$ cat src/rtl/parity_link_pkg.sv
// -----------------------------------------------------------------------------
// parity_link_pkg
// Shared definitions for the serial even/odd parity link. The transmitter
// (parity_serial_tx) and the receiving parity FSM both import this package, so
// the frame states, line levels and parity rule are defined in one place.
//
// Contents:
//   tx_state_t   frame-level transmitter states
//   START_LVL    line level of the start bit
//   STOP_LVL     line level of the stop bit
//   IDLE_LVL     line level between frames
//   parity_bit() parity bit for a data word in even or odd mode
// -----------------------------------------------------------------------------
package parity_link_pkg;

    typedef enum logic [2:0] {
        IDLE   = 3'd0,
        START  = 3'd1,
        DATA   = 3'd2,
        PARITY = 3'd3,
        STOP   = 3'd4
    } tx_state_t;

    localparam logic START_LVL = 1'b0;
    localparam logic STOP_LVL  = 1'b1;
    localparam logic IDLE_LVL  = 1'b1;

    // Widest word the parity helper accepts. Callers zero-extend narrower
    // words; the extra zeros do not change the parity.
    localparam int PARITY_MAX_W = 64;

    // Parity bit such that data plus this bit hold an even count of ones
    // (odd = 0) or an odd count of ones (odd = 1).
    function automatic logic parity_bit(input logic [PARITY_MAX_W-1:0] data,
                                        input logic                    odd);
        parity_bit = (^data) ^ odd;
    endfunction

endpackage

$ cat src/rtl/parity_tx_bit_timer.sv
// -----------------------------------------------------------------------------
// parity_tx_bit_timer
// Counts clk cycles inside one serial bit period. While en is high the count
// runs 0 .. BIT_CYCLES-1 and wraps; bit_end flags the last cycle of each
// period. Dropping en (or reset) clears the count so a new frame always
// starts a fresh period.
//
// Ports:
//   clk      in   1       clock, rising edge
//   reset    in   1       synchronous, active-high
//   en       in   1       count while high, clear while low
//   count    out  CNT_W   current cycle within the bit period
//   bit_end  out  1       high in the last cycle of a bit period (en high)
// -----------------------------------------------------------------------------
module parity_tx_bit_timer
    import parity_link_pkg::*;
#(
    parameter  int BIT_CYCLES = 1,
    localparam int CNT_W      = $clog2(BIT_CYCLES + 1)
) (
    input  logic             clk,
    input  logic             reset,
    input  logic             en,
    output logic [CNT_W-1:0] count,
    output logic             bit_end
);

    localparam logic [CNT_W-1:0] LAST_CNT = CNT_W'(BIT_CYCLES - 1);
    localparam logic [CNT_W-1:0] ZERO_CNT = {CNT_W{1'b0}};

    logic [CNT_W-1:0] count_r;
    logic             bit_end_s;

    // End-of-period flag, decoded from the count register.
    always_comb begin
        bit_end_s = 1'b0;
        if (en && (count_r == LAST_CNT)) begin
            bit_end_s = 1'b1;
        end else begin
            bit_end_s = 1'b0;
        end
    end

    // Cycle counter: clears on reset, when disabled and at each period end.
    always_ff @(posedge clk) begin
        if (reset) begin
            count_r <= ZERO_CNT;
        end else if (!en || bit_end_s) begin
            count_r <= ZERO_CNT;
        end else begin
            count_r <= count_r + CNT_W'(1);
        end
    end

    assign count   = count_r;
    assign bit_end = bit_end_s;

endmodule

$ cat src/rtl/parity_serial_tx.sv
// -----------------------------------------------------------------------------
// parity_serial_tx
// Transmit side of the serial even/odd link. A parallel word is taken over a
// valid/ready handshake and shifted out on one wire as
//   start(0), DATA_W data bits LSB-first, parity, stop(1)
// with every bit held for BIT_CYCLES clocks. The parity mode is chosen per
// word, so the receiver can classify each frame as even or odd.
//
// The line, busy and frame_done are registered: each register is loaded with
// the value belonging to the state being entered, so the first frame bit is
// on the line in the cycle right after the accepting edge.
//
// Ports:
//   clk         in   1        clock, rising edge
//   reset       in   1        synchronous, active-high; aborts any frame
//   in_data     in   DATA_W   word to send, latched on accept
//   in_odd      in   1        parity mode latched on accept (1 odd, 0 even)
//   in_valid    in   1        producer offers a word
//   in_ready    out  1        high only while IDLE
//   tx          out  1        serial line, idles high
//   busy        out  1        a frame is in progress
//   frame_done  out  1        pulse in the last cycle of the stop bit
// -----------------------------------------------------------------------------
module parity_serial_tx
    import parity_link_pkg::*;
#(
    parameter int DATA_W     = 8,
    parameter int BIT_CYCLES = 1
) (
    input  logic              clk,
    input  logic              reset,
    input  logic [DATA_W-1:0] in_data,
    input  logic              in_odd,
    input  logic              in_valid,
    output logic              in_ready,
    output logic              tx,
    output logic              busy,
    output logic              frame_done
);

    localparam int CNT_W       = $clog2(BIT_CYCLES + 1);
    localparam int IDX_W       = $clog2(DATA_W + 1);
    localparam bit MULTI_CYCLE = (BIT_CYCLES > 1);
    localparam int PENULT_INT  = MULTI_CYCLE ? (BIT_CYCLES - 2) : 0;

    localparam logic [IDX_W-1:0]  LAST_IDX   = IDX_W'(DATA_W - 1);
    localparam logic [IDX_W-1:0]  ZERO_IDX   = {IDX_W{1'b0}};
    localparam logic [CNT_W-1:0]  PENULT_CNT = CNT_W'(PENULT_INT);
    localparam logic [DATA_W-1:0] ZERO_DATA  = {DATA_W{1'b0}};

    tx_state_t         state_r;
    logic [DATA_W-1:0] shreg_r;
    logic [IDX_W-1:0]  bit_idx_r;
    logic              par_r;
    logic              tx_r;
    logic              busy_r;
    logic              frame_done_r;

    logic              timer_en_s;
    logic              bit_end_s;
    logic [CNT_W-1:0]  bit_cnt_s;
    logic              stop_last_next_s;

    assign timer_en_s = (state_r != IDLE);

    parity_tx_bit_timer #(
        .BIT_CYCLES (BIT_CYCLES)
    ) u_bit_timer (
        .clk     (clk),
        .reset   (reset),
        .en      (timer_en_s),
        .count   (bit_cnt_s),
        .bit_end (bit_end_s)
    );

    // Decide whether the coming cycle is the final stop-bit cycle, so that
    // frame_done can be registered and still line up with that cycle.
    always_comb begin
        stop_last_next_s = 1'b0;
        if ((state_r == PARITY) && bit_end_s) begin
            // Entering STOP: with one-cycle bits its first cycle is its last.
            stop_last_next_s = !MULTI_CYCLE;
        end else if ((state_r == STOP) && !bit_end_s) begin
            stop_last_next_s = MULTI_CYCLE && (bit_cnt_s == PENULT_CNT);
        end else begin
            stop_last_next_s = 1'b0;
        end
    end

    // Frame FSM with shift register, bit index, parity latch and the
    // registered line, busy and frame_done outputs.
    always_ff @(posedge clk) begin
        if (reset) begin
            state_r      <= IDLE;
            shreg_r      <= ZERO_DATA;
            bit_idx_r    <= ZERO_IDX;
            par_r        <= 1'b0;
            tx_r         <= IDLE_LVL;
            busy_r       <= 1'b0;
            frame_done_r <= 1'b0;
        end else begin
            frame_done_r <= stop_last_next_s;
            case (state_r)
                IDLE: begin
                    // in_ready is high in IDLE, so in_valid alone accepts.
                    if (in_valid) begin
                        state_r   <= START;
                        shreg_r   <= in_data;
                        par_r     <= parity_bit(PARITY_MAX_W'(in_data), in_odd);
                        bit_idx_r <= ZERO_IDX;
                        tx_r      <= START_LVL;
                        busy_r    <= 1'b1;
                    end else begin
                        tx_r   <= IDLE_LVL;
                        busy_r <= 1'b0;
                    end
                end
                START: begin
                    // shreg_r[0] always holds the next data bit to send.
                    if (bit_end_s) begin
                        state_r <= DATA;
                        tx_r    <= shreg_r[0];
                        shreg_r <= shreg_r >> 1'b1;
                    end else begin
                        tx_r <= START_LVL;
                    end
                end
                DATA: begin
                    if (bit_end_s) begin
                        if (bit_idx_r == LAST_IDX) begin
                            state_r   <= PARITY;
                            bit_idx_r <= ZERO_IDX;
                            tx_r      <= par_r;
                        end else begin
                            bit_idx_r <= bit_idx_r + IDX_W'(1);
                            tx_r      <= shreg_r[0];
                            shreg_r   <= shreg_r >> 1'b1;
                        end
                    end else begin
                        bit_idx_r <= bit_idx_r;
                    end
                end
                PARITY: begin
                    if (bit_end_s) begin
                        state_r <= STOP;
                        tx_r    <= STOP_LVL;
                    end else begin
                        tx_r <= par_r;
                    end
                end
                STOP: begin
                    if (bit_end_s) begin
                        state_r <= IDLE;
                        tx_r    <= IDLE_LVL;
                        busy_r  <= 1'b0;
                    end else begin
                        tx_r <= STOP_LVL;
                    end
                end
                default: begin
                    state_r   <= IDLE;
                    bit_idx_r <= ZERO_IDX;
                    tx_r      <= IDLE_LVL;
                    busy_r    <= 1'b0;
                end
            endcase
        end
    end

    assign in_ready   = (state_r == IDLE);
    assign tx         = tx_r;
    assign busy       = busy_r;
    assign frame_done = frame_done_r;

endmodule

$ cat config.mk
export PLATFORM = sky130hd
export DESIGN_NAME = parity_serial_tx
export DESIGN_NICKNAME = d
export VERILOG_FILES = /design/src/rtl/parity_link_pkg.sv /design/src/rtl/parity_tx_bit_timer.sv /design/src/rtl/parity_serial_tx.sv
export SDC_FILE = /design/constraint.sdc
export NUM_CORES = 1
export LEC_CHECK = 0
export BUFFER_PORTS_ARGS = -buffer_cell sky130_fd_sc_hd__buf_4
export CAP_MARGIN = 0
export CELL_PAD_IN_SITES_DETAIL_PLACEMENT = 2
export CELL_PAD_IN_SITES_GLOBAL_PLACEMENT = 2
export CORE_MARGIN = 8
export CORE_UTILIZATION = 35
export CTS_CLUSTER_SIZE = 24
export DETAILED_ROUTE_END_ITERATION = 6
export GPL_ROUTABILITY_DRIVEN = 0
export PLACE_DENSITY_LB_ADDON = 0.1
export SYNTH_ARGS = -nofsm -noshare
export SYNTH_HDL_FRONTEND = slang
export SYNTH_SLANG_ARGS = --single-unit
$ cat constraint.sdc
create_clock -name clk -period 2.2 [get_ports clk]
set_input_delay 0.44 -clock clk [delete_from_list [all_inputs] [get_ports clk]]
set_output_delay 0.44 -clock clk [all_outputs]
set_load 0.02 [all_outputs]
==> key figures <==
Placement
  • PortBufs: 15
  • DPL Wire Length: 2250 um
  • Post-Place Cells: 186
  • Cell Area, Placed: 1250 sq um

Min path
  • Hold WC Path Type: input pin to flop
  • Hold depth: 3
  • Hold path start: in_data[1]
  • Hold EP: shreg_r[1]

Clock tree
  • CTS root buf: clkbuf_4
  • Clk pin slew, worst setup/hold paths: 0.11 ns
  • CTS tree: built
  • Number of buffers created by CTS: 3
  • CTS sink cnt: 20
  • Post-CTS Setup Inserts: 0
  • PostCTS Resize Cnt: 0
  • Cts hold-fix bufs: 0
  • Max clock buf depth: 2
  • Clk_lat worst skew: 0.30 ns
  • Number of H-tree levels: 1

Final layout
  • Most frequent cells in the layout: dfxtp_1 (20), buf_4 (18), nor2_1 (16), nand2_1 (13), o21ai_0 (13)
  • Nets: 160
  • Area growth, synth to finish: 15.2%
  • Fillers: 352
  • Area occupied by multi-input gates: 652 sq um
  • ANT cells: 0
  • Fin cells: 190
  • FF+latch area: 400 sq um
  • Final Cell Area: 1290 sq um
  • Commonest non-fill, non-tap cell in the layout: dfxtp_1
  • Fraction of layout cells with a size suffix above 1: 0.205

Drt
  • DR WL/cell: 15.6 um
  • Antenna Nets Post-Route: 0
  • Drt first pass iters: 4
  • DR iter-0 viols: 30
  • DR vias/cell: 5.24
  • Via count: 995
  • Detailed Route WL: 2970 um
  • DRC violations left: 0

Timing
  • Worst Max-Slew Pin Slew: 0.582 ns
  • Final setup violation count: 0
  • Final hold viol count: 0
  • Max_slew headroom: 0.611
  • Setup tns final: 0 ns
  • Min Tclk post-route: 1.89 ns
  • Achievable Freq: 0.530 GHz
  • RSZ-0062 raised after global routing: no
  • Final slew viol count: 0
  • Fin crit share: 0.857
  • Clock Skews: 0.00261 ns

Power and ir drop
  • VDD IR-drop max: 0.344 mV
  • Cell Pwr Density: 715 nW/um^2
  • Leakage: 0.488 nW

Setup path
  • Crit Path Class: flop to flop
  • Critical R2R Launch: state_r[0]
  • CP Launch Type: flop
  • CP max FO: 13
  • FF-to-FF End: shreg_r[6]
  • R2R Setup Slk: 0.31 ns
  • Critical Path RT: 2.42 ns
  • Arrival time worst endpoint: 2.11 ns
  • Worst R2R Path Depth: 4
  • Critical Path Sink Type: flop

Synthesis
  • Synth cell types: 38
  • Top cells by area, synth: dfxtp_1 (36%), o21ai_0 (5.8%), xnor2_1 (5.5%)
  • Area fraction of the dominant cell type after synthesis: 0.359
  • Syn Area/Cell: 8.39 sq um
  • Yosys reg bits: 20
  • Mapped Area: 1120 sq um
  • Synth warnings: 0
  • Largest area contributor in the netlist: dfxtp_1
  • Post-synth net total: 146
  • Sequential-to-total area share from yosys stat: 0.359
  • Cells after synthesis: 133

Global routing
  • Number of global-route vias before repair: 1098
  • Initial antenna violation count: 0
  • Total global routing overflow: 0
  • First-pass GRT wire length: 5220 um
  • Pin count of the biggest net entering global routing: 20
  • Total GRT Usage: 0.125

Run
  • Maxcap violations: 0

Die
  • Die width: 72.5 um
  • Core area: 3050 sq um
  • Initial core utilization: 0.366
  • Io pins: 16
  • Site Rows: 20
  • Die Area: 5250 sq um
  • Die extent in y: 72.5 um

Outcome
  • Run status: finished clean
critical path, stage by stage, from the launching register on:
cell and delay (ns):
dfxtp_1 0.63, xnor2_1 0.27, nor2_1 0.51, nand2_1 0.14, a311oi_2 0.25
Yosys cell counts, drive strengths merged:
cell type,number
clkbuf,2
nor4b,1
nand3,5
xor2,1
o21bai,1
nor2,17
or2,1
xnor3,1
inv,2
nand2,13
conb,1
nand3b,3
mux2i,2
buf,7
xnor2,7
and2b,1
o21ai,13
dfxtp,20
a2111oi,1
mux2,1
a21o,2
a41oi,1
a311oi,7
and3,2
nor2b,3
o2111ai,1
o22ai,1
and3b,1
a21oi,9
nor3,5
ha,1
metal layers:
layer,GRT usage,share of wire,vias up
met2,0.204,0.48,11
met4,0.0400,0.013,0
li1,-,-,496
met5,0,0,-
met1,0.154,0.47,484
met3,0.0344,0.032,4
report_power, final:
group          switching, mW  total, mW  internal (mW)
clock network          0.115      0.216          0.101
logic                  0.145      0.265          0.120
registers             0.0378      0.439          0.401
total                  0.298      0.920          0.622
cells by family (layout without fill, tap and decap cells):
group,count (synthesis),count (layout),synth area share
AOI/OAI and AO/OA,36,36,0.228
other,1,1,0.00336
DFF,20,20,0.359
xor gates and xnor gates,9,9,0.0830
adders and majority gates,1,1,0.0112
and+or+nand+nor,52,52,0.231
buffers and inverters,11,24,0.0572
muxes,3,3,0.0280
sequential cells by signal (all words and copies together) (netlist names):
| register | cells |
|---|---|
| shreg_r | 8 |
| bit_idx_r | 4 |
| state_r | 3 |
| busy | 1 |
| frame_done | 1 |
| par_r | 1 |
| tx | 1 |
| u_bit_timer.count | 1 |
area by class of cell:
cell class / count / area share
clock buffer: 4 / 0.0282
timing repair buffer: 18 / 0.105
tap: 44 / 0.0428
sequential: 20 / 0.311
multi-input combinational: 102 / 0.507
inverter: 2 / 0.00584
how the worst max path moves through the flow:
stage | start | to | slack [ns] | depth (start not counted)
after floorplan | state_r[2] | par_r | 0.71 | 5
after global placement | state_r[0] | shreg_r[6] | 0.44 | 4
after detailed placement | state_r[0] | shreg_r[2] | 0.33 | 4
after CTS | state_r[0] | shreg_r[2] | 0.31 | 4
after global routing | state_r[0] | shreg_r[4] | 0.11 | 4
final | state_r[0] | shreg_r[6] | 0.31 | 4
metrics by stage:
stage	power, mW	worst slack (ns)	utilization	hold WS [ns]
final	0.920	0.314	0.421	0.453
after global routing	0.989	0.111	0.421	0.441
after floorplan	0.642	0.707	-	0.449
after detailed placement	0.715	0.328	0.409	0.478
after global placement	0.701	0.437	0.409	0.464
after CTS	0.938	0.311	0.421	0.441
(Power assumes the default switching activity.)
